==> config.mk <==
export PLATFORM = sky130hd
export DESIGN_NAME = sprite_fetch_flat
export DESIGN_NICKNAME = d
export VERILOG_FILES = /design/src/rtl/sprite_fetch_if.sv /design/src/rtl/sprite_fetch.sv /design/src/flat_wrapper.sv
export SDC_FILE = /design/constraint.sdc
export NUM_CORES = 1
export LEC_CHECK = 0
export CAP_MARGIN = 20
export CORE_AREA = 2 2 72 74
export CTS_BUF_LIST = sky130_fd_sc_hd__clkbuf_8
export DETAILED_ROUTE_END_ITERATION = 16
export DIE_AREA = 0 0 74 76
export PLACE_DENSITY = 0.92
export SETUP_SLACK_MARGIN = 0.2
export SYNTH_ARGS = -nofsm -noshare
export SYNTH_HDL_FRONTEND = slang
export SYNTH_SLANG_ARGS = --single-unit
export TNS_END_PERCENT = 50
==> constraint.sdc <==
create_clock -name clk -period 4 [get_ports clk]
set_input_delay 0.8 -clock clk [delete_from_list [all_inputs] [get_ports clk]]
set_output_delay 0.8 -clock clk [all_outputs]
set_load 0.02 [all_outputs]
==> src/rtl/sprite_fetch_if.sv <==
// ---------------------------------------------------------------------------
// sprite_fetch_if
// Bundles the request handshake, the ROM read port and the pixel stream of
// the sprite fetcher.
//   req_valid / req_ready / req_sprite / req_flip : draw request handshake
//   rom_addr / rom_data                           : ROM word address and data
//   pix_valid / pix_ready / pix_on / pix_col /
//   pix_row / pix_last                            : pixel stream handshake
//   busy                                          : request in progress
// Modport slave is the fetcher; modport master is its environment.
// ---------------------------------------------------------------------------
interface sprite_fetch_if;
    logic        req_valid;
    logic        req_ready;
    logic [5:0]  req_sprite;
    logic        req_flip;
    logic [15:0] rom_addr;
    logic [15:0] rom_data;
    logic        pix_valid;
    logic        pix_ready;
    logic        pix_on;
    logic [3:0]  pix_col;
    logic [3:0]  pix_row;
    logic        pix_last;
    logic        busy;

    modport slave (
        input  req_valid, req_sprite, req_flip, rom_data, pix_ready,
        output req_ready, rom_addr, pix_valid, pix_on, pix_col, pix_row,
               pix_last, busy
    );

    modport master (
        output req_valid, req_sprite, req_flip, rom_data, pix_ready,
        input  req_ready, rom_addr, pix_valid, pix_on, pix_col, pix_row,
               pix_last, busy
    );
endinterface

==> src/rtl/sprite_fetch.sv <==
// ---------------------------------------------------------------------------
// sprite_fetch
// Fetches a 16x16, 1 bpp sprite from ROM (one 16-bit word per row, row r of
// sprite s at BASE_ADDR + s*16 + r, wrapping modulo 2^16) and streams its
// pixels in screen order over a valid/ready handshake, optionally mirrored
// horizontally.
// Ports:
//   clk   : clock, rising-edge
//   rst_n : asynchronous active-low reset
//   bus   : sprite_fetch_if.slave (request, ROM port, pixel stream, busy)
// ---------------------------------------------------------------------------
module sprite_fetch #(
    parameter logic [15:0] BASE_ADDR = 16'h0000
) (
    input  logic          clk,
    input  logic          rst_n,
    sprite_fetch_if.slave bus
);

    typedef enum logic [1:0] {
        IDLE    = 2'd0,
        FETCH   = 2'd1,
        CAPTURE = 2'd2,
        EMIT    = 2'd3
    } state_t;

    state_t      state_r;
    logic        flip_r;
    logic [3:0]  row_r;
    logic [3:0]  col_r;
    logic [15:0] shreg_r;
    logic [15:0] rom_addr_r;
    logic        req_ready_r;
    logic        busy_r;
    logic        pix_valid_r;
    logic        pix_on_r;
    logic        pix_last_r;

    logic        xfer_s;
    logic [15:0] shifted_s;

    // The pixel to show next always sits at one end of the shift register:
    // bit 15 for normal order, bit 0 when mirrored.
    function automatic logic lead_bit(input logic [15:0] w, input logic flip);
        logic b;
        if (flip) begin
            b = w[0];
        end else begin
            b = w[15];
        end
        return b;
    endfunction

    // Transfer detect and the shift register advanced by one pixel.
    always_comb begin
        xfer_s    = 1'b0;
        shifted_s = 16'h0000;
        xfer_s    = pix_valid_r & bus.pix_ready;
        if (flip_r) begin
            shifted_s = {1'b0, shreg_r[15:1]};
        end else begin
            shifted_s = {shreg_r[14:0], 1'b0};
        end
    end

    // Control FSM with all outputs registered.
    always_ff @(posedge clk or negedge rst_n) begin
        if (!rst_n) begin
            state_r     <= IDLE;
            flip_r      <= 1'b0;
            row_r       <= 4'd0;
            col_r       <= 4'd0;
            shreg_r     <= 16'h0000;
            rom_addr_r  <= 16'h0000;
            req_ready_r <= 1'b1;
            busy_r      <= 1'b0;
            pix_valid_r <= 1'b0;
            pix_on_r    <= 1'b0;
            pix_last_r  <= 1'b0;
        end else begin
            case (state_r)
                IDLE: begin
                    if (bus.req_valid) begin
                        flip_r      <= bus.req_flip;
                        // 16-bit add wraps naturally modulo 2^16
                        rom_addr_r  <= BASE_ADDR + {6'b000000, bus.req_sprite, 4'b0000};
                        row_r       <= 4'd0;
                        col_r       <= 4'd0;
                        req_ready_r <= 1'b0;
                        busy_r      <= 1'b1;
                        state_r     <= FETCH;
                    end else begin
                        state_r     <= IDLE;
                    end
                end
                FETCH: begin
                    // Address was presented last edge; the ROM word arrives next.
                    state_r <= CAPTURE;
                end
                CAPTURE: begin
                    shreg_r     <= bus.rom_data;
                    col_r       <= 4'd0;
                    // First pixel comes straight from the ROM word so it is
                    // valid in the same cycle the shift register is loaded.
                    pix_on_r    <= lead_bit(bus.rom_data, flip_r);
                    pix_valid_r <= 1'b1;
                    pix_last_r  <= 1'b0;
                    state_r     <= EMIT;
                end
                EMIT: begin
                    if (xfer_s) begin
                        if (col_r != 4'd15) begin
                            col_r      <= col_r + 4'd1;
                            shreg_r    <= shifted_s;
                            pix_on_r   <= lead_bit(shifted_s, flip_r);
                            pix_last_r <= (row_r == 4'd15) && (col_r == 4'd14);
                        end else begin
                            pix_valid_r <= 1'b0;
                            pix_last_r  <= 1'b0;
                            if (row_r != 4'd15) begin
                                row_r      <= row_r + 4'd1;
                                rom_addr_r <= rom_addr_r + 16'd1;
                                state_r    <= FETCH;
                            end else begin
                                req_ready_r <= 1'b1;
                                busy_r      <= 1'b0;
                                state_r     <= IDLE;
                            end
                        end
                    end else begin
                        // Stalled: every pixel output holds.
                        state_r <= EMIT;
                    end
                end
                default: begin
                    state_r     <= IDLE;
                    req_ready_r <= 1'b1;
                    busy_r      <= 1'b0;
                    pix_valid_r <= 1'b0;
                    pix_last_r  <= 1'b0;
                end
            endcase
        end
    end

    assign bus.req_ready = req_ready_r;
    assign bus.busy      = busy_r;
    assign bus.rom_addr  = rom_addr_r;
    assign bus.pix_valid = pix_valid_r;
    assign bus.pix_on    = pix_on_r;
    assign bus.pix_col   = col_r;
    assign bus.pix_row   = row_r;
    assign bus.pix_last  = pix_last_r;

endmodule
==> src/flat_wrapper.sv <==
// flat-port wrapper written by rule: the top's interface ports become plain ports
module sprite_fetch_flat 
#(
    parameter logic [15:0] BASE_ADDR = 16'h0000
)
  (clk, rst_n, bus_req_valid, bus_req_sprite, bus_req_flip, bus_rom_data, bus_pix_ready, bus_req_ready, bus_rom_addr, bus_pix_valid, bus_pix_on, bus_pix_col, bus_pix_row, bus_pix_last, bus_busy);
  sprite_fetch_if bus_i ();
  input  logic clk;
  input  logic rst_n;
  input wire logic [$bits(bus_i.req_valid)-1:0] bus_req_valid;
  input wire logic [$bits(bus_i.req_sprite)-1:0] bus_req_sprite;
  input wire logic [$bits(bus_i.req_flip)-1:0] bus_req_flip;
  input wire logic [$bits(bus_i.rom_data)-1:0] bus_rom_data;
  input wire logic [$bits(bus_i.pix_ready)-1:0] bus_pix_ready;
  output wire logic [$bits(bus_i.req_ready)-1:0] bus_req_ready;
  output wire logic [$bits(bus_i.rom_addr)-1:0] bus_rom_addr;
  output wire logic [$bits(bus_i.pix_valid)-1:0] bus_pix_valid;
  output wire logic [$bits(bus_i.pix_on)-1:0] bus_pix_on;
  output wire logic [$bits(bus_i.pix_col)-1:0] bus_pix_col;
  output wire logic [$bits(bus_i.pix_row)-1:0] bus_pix_row;
  output wire logic [$bits(bus_i.pix_last)-1:0] bus_pix_last;
  output wire logic [$bits(bus_i.busy)-1:0] bus_busy;
  assign bus_i.req_valid = bus_req_valid;
  assign bus_i.req_sprite = bus_req_sprite;
  assign bus_i.req_flip = bus_req_flip;
  assign bus_i.rom_data = bus_rom_data;
  assign bus_i.pix_ready = bus_pix_ready;
  assign bus_req_ready = bus_i.req_ready;
  assign bus_rom_addr = bus_i.rom_addr;
  assign bus_pix_valid = bus_i.pix_valid;
  assign bus_pix_on = bus_i.pix_on;
  assign bus_pix_col = bus_i.pix_col;
  assign bus_pix_row = bus_i.pix_row;
  assign bus_pix_last = bus_i.pix_last;
  assign bus_busy = bus_i.busy;
  sprite_fetch #(.BASE_ADDR(BASE_ADDR)) u_core (.clk(clk), .rst_n(rst_n), .bus(bus_i));
endmodule
# Yosys cells after proc, flatten, opt, wreduce, memory -nomap -nowiden
# Index checks and enable logic that the tools add are counted.
[classes]
mux = 43
reduce_logical = 12
n_addsub = 3
n_bitwise = 1
n_eq_ne = 14
[ops]
columns = ["op", "n"]
rows = [
  ["$mux 16", 7],
  ["$pmux 16 s2", 2],
  ["$mux 4", 6],
  ["$mux 1", 18],
  ["$add 16x1->16 const B", 1],
  ["$pmux 4 s3", 1],
  ["$pmux 1 s2", 5],
  ["$reduce_and 5->1", 2],
  ["$add 4x1->4 const B", 2],
  ["$eq 4x4->1 const B", 2],
  ["$ne 4x4->1 const B", 2],
  ["$pmux 2 s4", 1],
  ["$pmux 4 s2", 1],
  ["$ne 2x1->1 const B", 3],
  ["$ne 2x2->1 const B", 3],
  ["$reduce_and 3->1", 2],
  ["$eq 2x2->1 const B", 2],
  ["$mux 2", 2],
  ["$reduce_and 2->1", 2],
  ["$reduce_and 4->1", 1],
  ["$reduce_bool 2->1", 2],
  ["$ne 3x3->1 const B", 1],
  ["$reduce_bool 3->1", 1],
  ["$eq 2x1->1 const B", 1],
  ["other kinds (3)", 3],
]
[totals]
reg_bits = 48
out_inout_bits = 29
in_bits = 27
wordCells = 84

# Depth between registers and ports, before layout
# Gate-level depths: netlist of the first run.
[depth]
word_depth = 5
mapped_depth = 7
depth_no_buf = 6

# Least setup slack after synthesis of the first run
# No wires, ideal clock.
[synth_path]
path_kind = "in2reg"
startpoint = "in bus_pix_ready"
endpoint = "reg u_core.rom_addr_r[12], in the netlist u_core.bus.rom_addr[12]"
path_slack_ns = 2.017
path_buffers = 2
t_required_ns = 3.923
setup_ns = 0.077
t_arrival_ns = 1.905
stages = 6
cell_sequence = "and4_1 > buf_4 > nand3_4 > buf_6 > or4_1 > a21oi_1"
[synth_via]
elab_chain_cells = 3
[synth_rtl]
columns = ["element", "line_no", "source"]
rows = [
  ["start: declaration", "flat_wrapper.sv:14", "input wire logic [$bits(bus_i.pix_ready)-1:0] bus_pix_ready;"],
  ["$and 1x1->1", "sprite_fetch.sv:58", "xfer_s = pix_valid_r & bus.pix_ready;"],
  ["$ne 2x1->1 (no source line)", "-", ""],
  ["$reduce_and 5->1 (no source line)", "-", ""],
  ["end signal: assignment", "sprite_fetch.sv:86", "rom_addr_r <= BASE_ADDR + {6'b000000, bus.req_sprite, 4'b0000};"],
  ["end signal: assignment", "sprite_fetch.sv:122", "rom_addr_r <= rom_addr_r + 16'd1;"],
  ["end: declaration", "sprite_fetch.sv:32", "logic [15:0] rom_addr_r;"],
]
# No other way between the ends.
# A chain may end at the register's enable or synchronous reset.

# Worst setup path after layout of the first run
[layout_path]
startpoint = "in bus_pix_ready"
endpoint = "reg u_core.rom_addr_r[14], in the netlist u_core.bus.rom_addr[14]"
# The elaborated chain is that of the path after synthesis.

==> impl_metrics.py, run 1 <==
metrics = {
    "setup_path": {
        "crit_path_start_kind": "primary input",
        "worstPathRequired_ps": 4230,
        "crit_buf_inv": 1,
        "cp.arrival_ps": 2570,
        "end_kind": "register",
        "crit_family": "simple AND/OR/NAND/NOR gates",
        "critical_path.max_fanout": 11,
        "cpMaxStageDelayCell": "clkdlybuf4s50_1",
        "crit_type": "primary input to register",
        "critPathMaxStageDelay_ps": 530,
        "crit_path_cell_trace": "clkdlybuf4s50_1, and4_1, nand3_4, or4_1, a21oi_1",
    },
    "timing": {
        "tightest_slew_ps": 905,
        "rsz0062_at_grt": "false",
        "fin_worst_skew_ps": 4.98,
        "drv_slew": 0,
        "finalCriticalPeriod_ps": 2340,
        "finalHoldViolCount": 0,
        "finalWorstSetupSlack_ps": 1660,
        "totalNegativeSetupSlack_ps": 0,
        "fin_crit_sh_pct": 58.5,
        "max_freq_ghz": 0.428,
        "finalSetupViolations": 0,
        "max_slew_margin_pct": 39.7,
        "timing.hold.ws_ps": 378,
    },
    "global_route": {
        "antenna_found_initial": 0,
        "grt_pass1_wl_mm": 10.3,
        "grt_max_degree": 49,
        "grt_usage_pct": 23.1,
        "first_global_vias": 2287,
        "grt-ovfl-total": 0,
    },
    "placement": {
        "globalplace.congestion": 0.847,
        "io_buffer_count": 55,
        "dp_hpwl_mm": 4.29,
        "pre_cts_ws_ps": 1350,
    },
    "clock_network": {
        "root_buffer": "clkbuf_8",
        "numCtsBuffers": 5,
        "clkTransAtPathRegs_ps": 80,
        "clock_sinks": 48,
        "post_cts_buffers": 0,
        "cts.path.max_buffers": 2,
        "cts_hold_buf": 0,
        "cts_resized": 0,
        "cts_max_level": 2,
        "clk_latency_ps": 310,
        "cts_tree": "built",
    },
    "finish": {
        "multi_input_area_um2": 1350,
        "fin_nets": 351,
        "antennaDiodeCount": 0,
        "drive_above_1_share_pct": 8.75,
        "finish.utilization_pct": 67.8,
        "syn_to_final_growth_pct": 25.8,
        "regArea_um2": 1200,
        "nFillCells": 387,
    },
    "floorplanning": {
        "core_um2": 4910,
        "initial_core_util_pct": 53.9,
        "die_w_um": 74,
        "die_y_um": 76,
        "num_rows": 26,
        "num_io_pins": 56,
        "die_area_um2": 5620,
    },
    "routing": {
        "dr.pass1.iters": 5,
        "antenna_left": 0,
        "wire_per_inst_um": 15.9,
        "vias": 2275,
        "routed_via_density": 5.83,
        "drc_errors": 0,
        "drt_iter0_drc": 169,
        "wirelength_mm": 6.21,
    },
    "logic_synthesis": {
        "netlist.area_leader.share_pct": 44.4,
        "synthMostInstantiatedCell": "dfrtp_1",
        "async_flop_share_pct": 100,
        "syn-num-nets": 301,
        "yosysSeqAreaShare_pct": 45.4,
        "synthTopCellsByCount": "dfrtp_1 (47), nand2_1 (45), o21ai_0 (24)",
        "avgSynthCellArea_um2": 9.81,
        "ys_types": 52,
        "synth_enable_flop_cells": 0,
        "synthTopCellsByArea": "dfrtp_1 (44%), mux2i_1 (6.4%), nand2_1 (6.4%)",
        "synth_area_um2": 2650,
        "syn_inst": 270,
        "synth-seq-cells": 48,
        "yosysWarningCount": 0,
        "ys.flop_type": "dfrtp_1",
        "synth_top_area_cell": "dfrtp_1",
    },
    "worst_hold_path": {
        "hold_class": "primary input to asynchronous set/reset pin",
    },
    "outcome": {
        "outcome": "complete, no violations",
    },
    "power": {
        "power.density_nw_per_um2": 482,
        "leakage_uw": 0.00138,
        "ir_worst_vdd_mv": 0.329,
    },
    "flow_run": {
        "cap_violations": 0,
    },
}
[state kept, by name (all words and copies together), names as in the netlist, 2 cells and up]
| register | count |
|---|---|
| u_core.bus.pix_row | 4 |
| u_core.bus.rom_addr | 16 |
| u_core.bus.pix_col | 4 |
| u_core.shreg_r | 16 |
| u_core.state_r | 2 |
[power by group]
group	leakage (uW)	switching (uW)	internal (uW)
clock	0.0000452	158	117
combinational	0.000735	266	305
sequential	0.000603	142	618
total	0.00138	566	1040
[routing by layer]
layer	wire length [um]	global-route usage [%]
met2	3020	37.7
met1	2720	31.2
met4	143	7.27
met5	0	0
met3	316	4.10
[layout by cell type, fill, tap and decap left out, types with 2 or more instances in the layout]
cell type and instances:
a31o_2 2, o21ai_0 24, nand3_1 10, or4_1 5, nor2_1 9, o2bb2a_1 2, clkdlybuf4s50_1 54, mux2i_1 17
nor3_1 3, a31oi_1 3, o31ai_1 4, dfrtp_1 47, o22ai_1 4, mux2_1 8, a21oi_1 14, and3_1 5
nand4_1 6, and4_1 3, inv_1 6, ha_1 4, clkbuf_8 5, mux2_2 8, nand2_1 45, a22oi_1 2
[final timing paths]
kind                       slack, ps  cells after the start                  start                       to
min reg2reg                      520                      1   u_core.bus.req_ready     u_core.bus.req_ready
min                              380                      1                  rst_n       u_core.shreg_r[10]
max in group asynchronous       3130                      2                  rst_n   u_core.bus.rom_addr[3]
max                             1660                      5          bus_pix_ready  u_core.bus.rom_addr[14]
max reg2reg                     1950                      5  u_core.bus.pix_col[0]        u_core.shreg_r[6]
min in group clk                 520                      1   u_core.bus.req_ready     u_core.bus.req_ready
[cell families (layout without fill, tap and decap cells)]
| group | Yosys count | after routing | share of synthesized area, % |
|---|---|---|---|
| xor gates and xnor gates | 1 | 1 | 0.331 |
| buffers and inverters | 19 | 69 | 3.59 |
| muxes | 34 | 34 | 14.1 |
| adders and majority gates | 4 | 4 | 1.89 |
| and+or+nand+nor | 98 | 98 | 19.0 |
| AOI/OAI and AO/OA | 66 | 66 | 15.6 |
| DFF | 48 | 48 | 45.4 |
[area by class of cell]
type | instances | share of cell area, %
Sequential cell | 48 | 36.1
Clock buffer | 5 | 2.07
Inverter | 5 | 0.564
Multi-Input combinational cell | 203 | 40.5
Timing Repair Buffer | 57 | 17.8
Tap cell | 70 | 2.63
Clock inverter | 2 | 0.263
[stage by stage]
| stage | total power [uW] | std cells | cell area [um2] |
|---|---|---|---|
| 4_1_cts | 1610 | 388 | 3280 |
| 6_report | 1610 | 390 | 3330 |
| 3_3_place_gp | 1300 | 381 | 3200 |
| 5_1_grt | 1720 | 390 | 3330 |
| 3_5_place_dp | 1330 | 381 | 3200 |
| 2_1_floorplan | 1110 | 270 | 2650 |
Power figures use the tool's default switching activity.
==> inputs of run 2 (changes only) <==
- CORE_AREA: 2 2 72 74 -> 2 2 78 80
- DIE_AREA: 0 0 74 76 -> 0 0 80 82
- PLACE_DENSITY: 0.92 -> 0.84
- clock period: 4 -> 2.05 ns (I/O delays scaled with it)
==> impl_metrics.py, run 2 (synthesized netlist as in run 1, its figures left out) <==
metrics = {
    "setup_path": {
        "critical_path.max_fanout": 8,
        "cpMaxStageDelayCell": "clkdlybuf4s50_1",
        "crit_path_cell_trace": "clkdlybuf4s50_1",
        "crit_family": "buffers and inverters",
        "crit_buf_inv": 1,
        "crit_type": "register to output port",
        "end_kind": "output port",
        "cp.arrival_ps": 1430,
        "critPathMaxStageDelay_ps": 650,
        "worstPathRequired_ps": 1640,
        "crit_path_start_kind": "register",
    },
    "finish": {
        "multi_input_area_um2": 1370,
        "final_cell_mix": "clkdlybuf4s50_1 (52), dfrtp_1 (45), nand2_1 (44), o21ai_0 (24), mux2i_1 (17)",
        "regArea_um2": 1200,
        "fin_nets": 367,
        "final_design_area_no_fill_um2": 3490,
        "antennaDiodeCount": 0,
        "nFillCells": 480,
        "final_common_cell": "clkdlybuf4s50_1",
        "syn_to_final_growth_pct": 31.9,
        "drive_above_1_share_pct": 16.0,
    },
    "timing": {
        "max_freq_ghz": 0.544,
        "rsz0062_at_grt": "true",
        "tightest_slew_ps": 383,
        "finalSetupViolations": 0,
        "drv_slew": 0,
        "max_slew_margin_pct": 74.2,
        "finalHoldViolCount": 0,
        "finalCriticalPeriod_ps": 1840,
        "fin_crit_sh_pct": 89.6,
        "fin_worst_skew_ps": 7.87,
    },
    "power": {
        "leakage_uw": 0.00148,
        "seqPwrFrac_pct": 45.4,
        "switching_share_pct": 34.1,
        "netSwitchingPower_uw": 1100,
        "p_total_uw": 3230,
        "p_clk_share_pct": 18.2,
        "power.density_nw_per_um2": 925,
        "p_int_uw": 2130,
        "ir_worst_vdd_mv": 0.426,
        "pwr-share-comb_pct": 36.4,
    },
    "floorplanning": {
        "die_w_um": 80,
        "die_area_um2": 6560,
        "core_um2": 5750,
        "die_y_um": 82,
        "num_io_pins": 56,
        "num_rows": 28,
        "initial_core_util_pct": 46.1,
    },
    "clock_network": {
        "cts_tree": "built",
        "numCtsBuffers": 5,
        "cts_hold_buf": 0,
        "clkTransAtPathRegs_ps": 80,
        "cts.path.max_buffers": 2,
        "post_cts_buffers": 0,
        "clock_sinks": 48,
        "root_buffer": "clkbuf_8",
        "cts_max_level": 2,
        "clk_latency_ps": 310,
    },
    "global_route": {
        "grt_max_degree": 49,
        "grt-ovfl-total": 0,
        "antenna_found_initial": 0,
        "first_global_vias": 2251,
        "grt_usage_pct": 19.4,
        "grt_pass1_wl_mm": 10.1,
    },
    "placement": {
        "place_area_um2": 3380,
        "io_buffer_count": 55,
        "globalplace.congestion": 0.887,
        "dp_hpwl_mm": 4.33,
    },
    "routing": {
        "vias": 2330,
        "dr.pass1.iters": 4,
        "wire_per_inst_um": 14.9,
        "routed_via_density": 5.66,
        "wirelength_mm": 6.13,
        "drc_errors": 0,
        "antenna_left": 0,
        "drt_iter0_drc": 180,
    },
    "outcome": {
        "outcome": "complete, no violations",
    },
    "flow_run": {
        "cap_violations": 0,
    },
    "worst_hold_path": {
        "hold_class": "primary input to asynchronous set/reset pin",
    },
}
-- run 2: cell count changes in the layout (fill, tap and decap cells not counted), moves of 2 or more --
cell and change:
dfrtp_2 +2, dfrtp_1 -2, clkdlybuf4s50_1 -2, buf_4 +16
-- run 2: final timing paths --
kind / endpoint / startpoint / cells past startpoint / slack, ps
worst max-delay path: bus_pix_col[2] / u_core.bus.pix_col[2] / 1 / 210
worst min-delay path: u_core.shreg_r[10] / rst_n / 2 / 80
worst max register to register: u_core.bus.rom_addr[14] / u_core.bus.rom_addr[0] / 5 / 280
worst min register to register: u_core.shreg_r[15] / u_core.shreg_r[15] / 1 / 520
max in group asynchronous: u_core.bus.req_ready / rst_n / 2 / 1700
min in group clk: u_core.shreg_r[15] / u_core.shreg_r[15] / 1 / 520
-- run 2: power groups by stage --
stage	clock [uW]	sequential [uW]	combinational (uW)
6_report	589	1470	1170
5_1_grt	637	1500	1290
4_1_cts	593	1460	1180
3_5_place_dp	0	1480	1170
3_3_place_gp	0	1470	1140
2_1_floorplan	0	1520	662
-- run 2: through the flow --
step	cells	hold slack, ps	setup WS (ps)	utilization [%]	setup TNS [ps]
floorplan	270	114	200	-	0
global placement	404	414	-98.6	58.8	-370
detailed placement	404	415	-150	58.8	-658
CTS	412	81.6	206	60.4	0
global route	412	86.8	170	60.8	0
finish	412	79.7	213	60.8	0
-- run 2: metal layers --
metal  global-route usage [%]  part of all wire, %  wire [um]
met5                        0                    0          0
met4                     6.95                  1.2         76
met3                     3.74                  5.3        327
met2                     33.4                   48       2930
met1                     24.3                   45       2790
-- run 2: final cells by class --
| cell class | instances | share of cell area, % |
|---|---|---|
| Inverter | 5 | 0.538 |
| Multi-Input combinational cell | 203 | 39.4 |
| Tap cell | 75 | 2.69 |
| Sequential cell | 48 | 34.5 |
| Clock inverter | 2 | 0.287 |
| Clock buffer | 6 | 2.37 |
| Timing Repair Buffer | 73 | 20.3 |
-- run 2: repair_timing --
| item | 4_1_cts | 5_1_grt |
|---|---|---|
| setup endpoints to repair | 6 | 27 |
| gates cloned | 0 | 0 |
| resized for setup | 3 | 7 |
==> inputs of run 3 (changes only) <==
- PLACE_DENSITY: 0.84 -> 0.77
==> impl_metrics.py, run 3 (synthesized netlist as in run 1, its figures left out) <==
metrics = {
    "outcome": {
        "outcome": "complete, no violations",
    },
    "floorplanning": {
        "core_um2": 5750,
        "die_w_um": 80,
        "initial_core_util_pct": 46.1,
        "num_io_pins": 56,
        "die_y_um": 82,
        "num_rows": 28,
        "die_area_um2": 6560,
    },
    "routing": {
        "dr.pass1.iters": 4,
        "routed_via_density": 5.65,
        "antenna_left": 0,
        "wire_per_inst_um": 15.6,
        "vias": 2349,
        "wirelength_mm": 6.49,
        "drc_errors": 0,
        "drt_iter0_drc": 143,
    },
    "global_route": {
        "antenna_found_initial": 0,
        "grt_max_degree": 29,
        "grt_pass1_wl_mm": 10.6,
        "grt_usage_pct": 20.8,
        "grt-ovfl-total": 0,
        "first_global_vias": 2240,
    },
    "setup_path": {
        "crit_type": "register to output port",
        "critical_path.max_fanout": 4,
        "cp.arrival_ps": 1450,
        "worstPathRequired_ps": 1640,
        "crit_path_cell_trace": "buf_4, clkdlybuf4s50_1",
        "critPathMaxStageDelay_ps": 590,
        "end_kind": "output port",
        "cpMaxStageDelayCell": "clkdlybuf4s50_1",
        "crit_path_start_kind": "register",
    },
    "finish": {
        "final_cell_mix": "clkdlybuf4s50_1 (51), nand2_1 (44), dfrtp_1 (44), o21ai_0 (24), buf_4 (20)",
        "drive_above_1_share_pct": 17.6,
        "antennaDiodeCount": 0,
        "fin_nets": 371,
        "syn_to_final_growth_pct": 34.5,
        "final_common_cell": "clkdlybuf4s50_1",
        "finish.utilization_pct": 62.0,
    },
    "timing": {
        "finalHoldViolCount": 0,
        "max_slew_margin_pct": 64.7,
        "max_freq_ghz": 0.537,
        "rsz0062_at_grt": "true",
        "fin_worst_skew_ps": 11.5,
        "fin_crit_sh_pct": 90.9,
        "finalCriticalPeriod_ps": 1860,
        "drv_slew": 0,
        "finalSetupViolations": 0,
        "tightest_slew_ps": 530,
    },
    "clock_network": {
        "clk_latency_ps": 310,
        "numCtsBuffers": 5,
        "cts.path.max_buffers": 2,
        "root_buffer": "clkbuf_8",
        "clock_sinks": 48,
        "clkTransAtPathRegs_ps": 90,
        "cts_tree": "built",
        "cts_max_level": 2,
    },
    "power": {
        "ir_worst_vdd_mv": 0.622,
        "p_total_uw": 3410,
        "leakage_uw": 0.00150,
        "power.density_nw_per_um2": 958,
    },
    "placement": {
        "globalplace.congestion": 0.774,
        "io_buffer_count": 55,
        "dp_hpwl_mm": 4.63,
    },
    "worst_hold_path": {
        "hold_class": "primary input to asynchronous set/reset pin",
    },
    "flow_run": {
        "cap_violations": 0,
    },
}
==> run 3: what timing repair did <==
item	4_1_cts	5_1_grt
buffers inserted	0	3
pin swaps	0	0
hold buffers	0	0
gates resized for setup	4	10
hold endpoints to repair	0	0
endpoints found under the setup margin	16	29
==> run 3: report_power, final <==
group | switching, uW | internal (uW) | total, uW
Sequential | 261 | 1210 | 1470
Clock | 330 | 361 | 691
Combinational | 558 | 691 | 1250
==> run 3: worst paths after layout <==
| check | endpoint | cells after the start | startpoint | slack (ps) |
|---|---|---|---|---|
| worst max-delay path | bus_pix_col[0] | 2 | u_core.bus.pix_col[0] | 190 |
| worst max register to register | u_core.bus.rom_addr[14] | 5 | u_core.bus.rom_addr[1] | 280 |
| worst min register to register | u_core.shreg_r[15] | 1 | u_core.shreg_r[15] | 500 |
| min in group clk | u_core.shreg_r[15] | 1 | u_core.shreg_r[15] | 500 |
| worst min-delay path | u_core.shreg_r[9] | 1 | rst_n | 70 |
| max in group asynchronous | u_core.state_r[1] | 2 | rst_n | 1440 |
==> run 3: area by class of cell <==
cell class	count	area [um2]
Fill cell	497	2190
Multi-Input combinational cell	203	1390
Sequential cell	48	1210
Timing Repair Buffer	77	736
Tap cell	75	93.8
Clock buffer	5	68.8
Clock inverter	3	42.5
Inverter	5	18.8
==> run 3: routing by layer <==
layer,part of all wire (%),GRT usage [%],wire length [um]
met5,0,0,0
met4,1.0,5.59,65
met3,5.2,3.85,338
met2,48,34.9,3120
met1,46,27.7,2970
==> run 3: stage by stage <==
stage                     area, um2  setup slack, ps  setup TNS, ps  cells  hold slack (ps)
after floorplan                2660              200              0    270              114
after global placement         3380            -44.7           -195    405              406
after detailed placement       3380             -112           -424    405              418
after CTS                      3500              191              0    413             82.6
after global routing           3560              149              0    416             99.3
final                          3560              187              0    416             69.8
==> run 3: worst max-delay path: cells and delay by family (launching register included) <==
family,cells,cell delay [ps]
buffers and inverters,2,720
flip-flops,1,430
==> RTL edit, RTL diff (settings of run 2) <==
The 4 states of `state_t` get a one-hot encoding in 4 bits.
--- a/src/rtl/sprite_fetch.sv
+++ b/src/rtl/sprite_fetch.sv
@@ -17,11 +17,11 @@
     sprite_fetch_if.slave bus
 );
 
-    typedef enum logic [1:0] {
-        IDLE    = 2'd0,
-        FETCH   = 2'd1,
-        CAPTURE = 2'd2,
-        EMIT    = 2'd3
+    typedef enum logic [3:0] {
+        IDLE    = 4'b0001,
+        FETCH   = 4'b0010,
+        CAPTURE = 4'b0100,
+        EMIT    = 4'b1000
     } state_t;
 
     state_t      state_r;
Behaviour: no difference found for any inputs over 10 cycles, from zero or initial values and one cycle with rst_n low; not proved beyond that.
==> RTL edit against run 2 <==
  * Cell count is 15% higher
  * Power is 19% higher
  * Setup slack worse by 15 ps
  * Wire length is 29% higher
  * Sequential cell count is 2 higher
  * Worst hold slack better by 380 ps
  * Sequential share of layout area is 3.3 points lower
  * Clock power is 24% higher
  * Synthesized area is 13% higher
  * Design area is 15% higher
  * Highest routed layer unchanged
==> RTL edit: results (changes against run 2) <==
path_clk_slew_ps: 100  # +20 ps
final.setup_skew_ps: 9.92  # +2.05 ps
path_max_fanout: 8  # unchanged
track_usage_pct: 23.6  # +4.3 points
hp-start: "u_core.bus.req_ready"
synth_fp_nets: 350  # +16%
dp_slack_ps: -37.5  # +112 ps
slowest_stage: "or4b_4"
drt_iter0_markers: 253  # +41%
peakVddDrop_mv: 0.721  # +69%
holdPathStages: 2
hold_class: "flop to flop"
synth_ff_type: "dfrtp_1"
wl_met3_um: 500  # +53%
grt_pass1_vias: 2666  # +18%
cts_buffers: 5  # unchanged
portBuffers: 55  # unchanged
wl_met1_um: 3350  # +20%
antenna_found_initial: 0  # unchanged
synth_common_cells: "48 x dfrtp_1, 30 x mux2i_1, 24 x a21oi_1, 24 x nand3_1, 22 x nor2_1"
h-tree-depth: 2  # unchanged
cts_root_buf: "clkbuf_8"
avgViaCountPerCell: 5.91  # +4.5%
synth-warning-count: 0  # unchanged
nets: 429  # +17%
synthDistinctLibCells: 55  # +5.8%
drive_gt1_share_pct: 18.8  # +2.8 points
clk_latency_ps: 310  # about the same
hpwl_um: 5160  # +19%
async_reset_ff_share_pct: 100  # unchanged
max_slew.worst_pin.slew_ps: 329  # -54.0 ps
grt_pass1_wl_um: 12300  # +23%
cp_slowest_stage_delay_ps: 620  # -30 ps
fillers: 440  # -8.3%
r2r-end: "u_core.bus.pix_last"
diodes: 0  # unchanged
leakage_nw: 1.88  # +27%
rr_startpoint: "u_core.state_r[1]"
wl_met2_um: 3910  # +33%
clk_path_buf_depth: 2  # unchanged
grt_max_degree: 42  # -14%
final_max_slew_viol_count: 0  # unchanged
outcome: "finished clean"
r2r_setup_slack_ps: 200  # -80 ps
r2r_cells: 4  # -1
dr.max_layer_used: "met4"
drt-total-wl_um: 7890  # +29%
ys_top_cells_by_area: "dfrtp_1 40%, mux2i_1 10%, a21oi_1 4.0%, nand3_1 4.0%, nor2_1 2.8%"
dr.pass1.iters: 4  # unchanged
place.gp.congestion: 0.952  # +7.4%
hold_end: "u_core.bus.req_ready"
ys_seq_area_share_pct: 41.8  # -3.6 points
RTL edit: cell count changes in the layout (fill, tap and decap cells not counted), sizes merged, moves of 5 or more:
cell   change
mux2      -13
a21oi     +10
o21ai     -10
nor3       +5
nand2     -25
inv       +15
mux2i     +13
nor2      +13
buf       +21
nand3     +12
RTL edit: worst max-delay path: cells and delay by family, from the launching register on:
family | cells | cell delay (ps)
and+or+nand+nor | 1 | 620
DFF | 1 | 460
AOI/OAI and AO/OA | 1 | 340
buffers and inverters | 2 | 330
RTL edit: through the flow:
stage                     cells  setup TNS, ps  hold slack, ps  instance area, sq um
final                       474              0             464                  4030
after global routing        474              0             489                  4030
after CTS                   462              0             468                  3890
after detailed placement    450          -67.0             298                  3730
after global placement      450          -8.87             294                  3730
after floorplan             319              0             114                  3020
RTL edit: per-layer routing:
| metal | vias to the layer above | GRT usage, % |
|---|---|---|
| met5 | - | 0 |
| met4 | 0 | 8.31 |
| met1 | 1367 | 31.9 |
| met3 | 15 | 3.30 |
| li1 | 1311 | - |
| met2 | 108 | 39.2 |
RTL edit: report_power, final:
group          internal, mW  switching [mW]  total, mW
sequential             1.26           0.267       1.52
combinational         0.800           0.788       1.59
clock                 0.367           0.366      0.733
RTL edit: worst max-delay path by stage:
| stage | slack (ps) | startpoint | cells past startpoint | end |
|---|---|---|---|---|
| floorplan | 210 | u_core.bus.pix_col[0] | 6 | u_core.bus.pix_on |
| global placement | -6 | bus_pix_ready | 6 | u_core.bus.rom_addr[13] |
| detailed placement | -40 | bus_pix_ready | 6 | u_core.bus.rom_addr[13] |
| CTS | 190 | u_core.bus.rom_addr[10] | 1 | bus_rom_addr[10] |
| global route | 160 | u_core.bus.req_ready | 1 | bus_req_ready |
| finish | 200 | u_core.state_r[1] | 4 | u_core.bus.pix_last |
RTL edit: kinds of logic after synthesis:
logic type | share of synthesized area [%]
and+or+nand+nor | 19.7
AOI/OAI and AO/OA | 17.8
DFF | 41.8
buffers and inverters | 6.76
muxes | 11.9
adders and majority gates | 1.67
xor gates and xnor gates | 0.292
RTL edit: final cells by class:
class,instances,area [sq um],share of cell area (%)
clock buffer,5,68.8,1.71
clock inverter,3,43.8,1.09
inverter,19,71.3,1.77
multi-input combinational,226,1590,39.4
sequential,50,1260,31.2
tap,75,93.8,2.33
timing repair buffer,96,905,22.4
RTL edit: timing repair:
action	in CTS	in global routing
endpoints found under the setup margin	16	37
endpoints found under the hold margin	9	0
hold buffers	1	0
resized for setup	5	8
buffers inserted	3	11
gates cloned	0	1
pin swaps	1	5
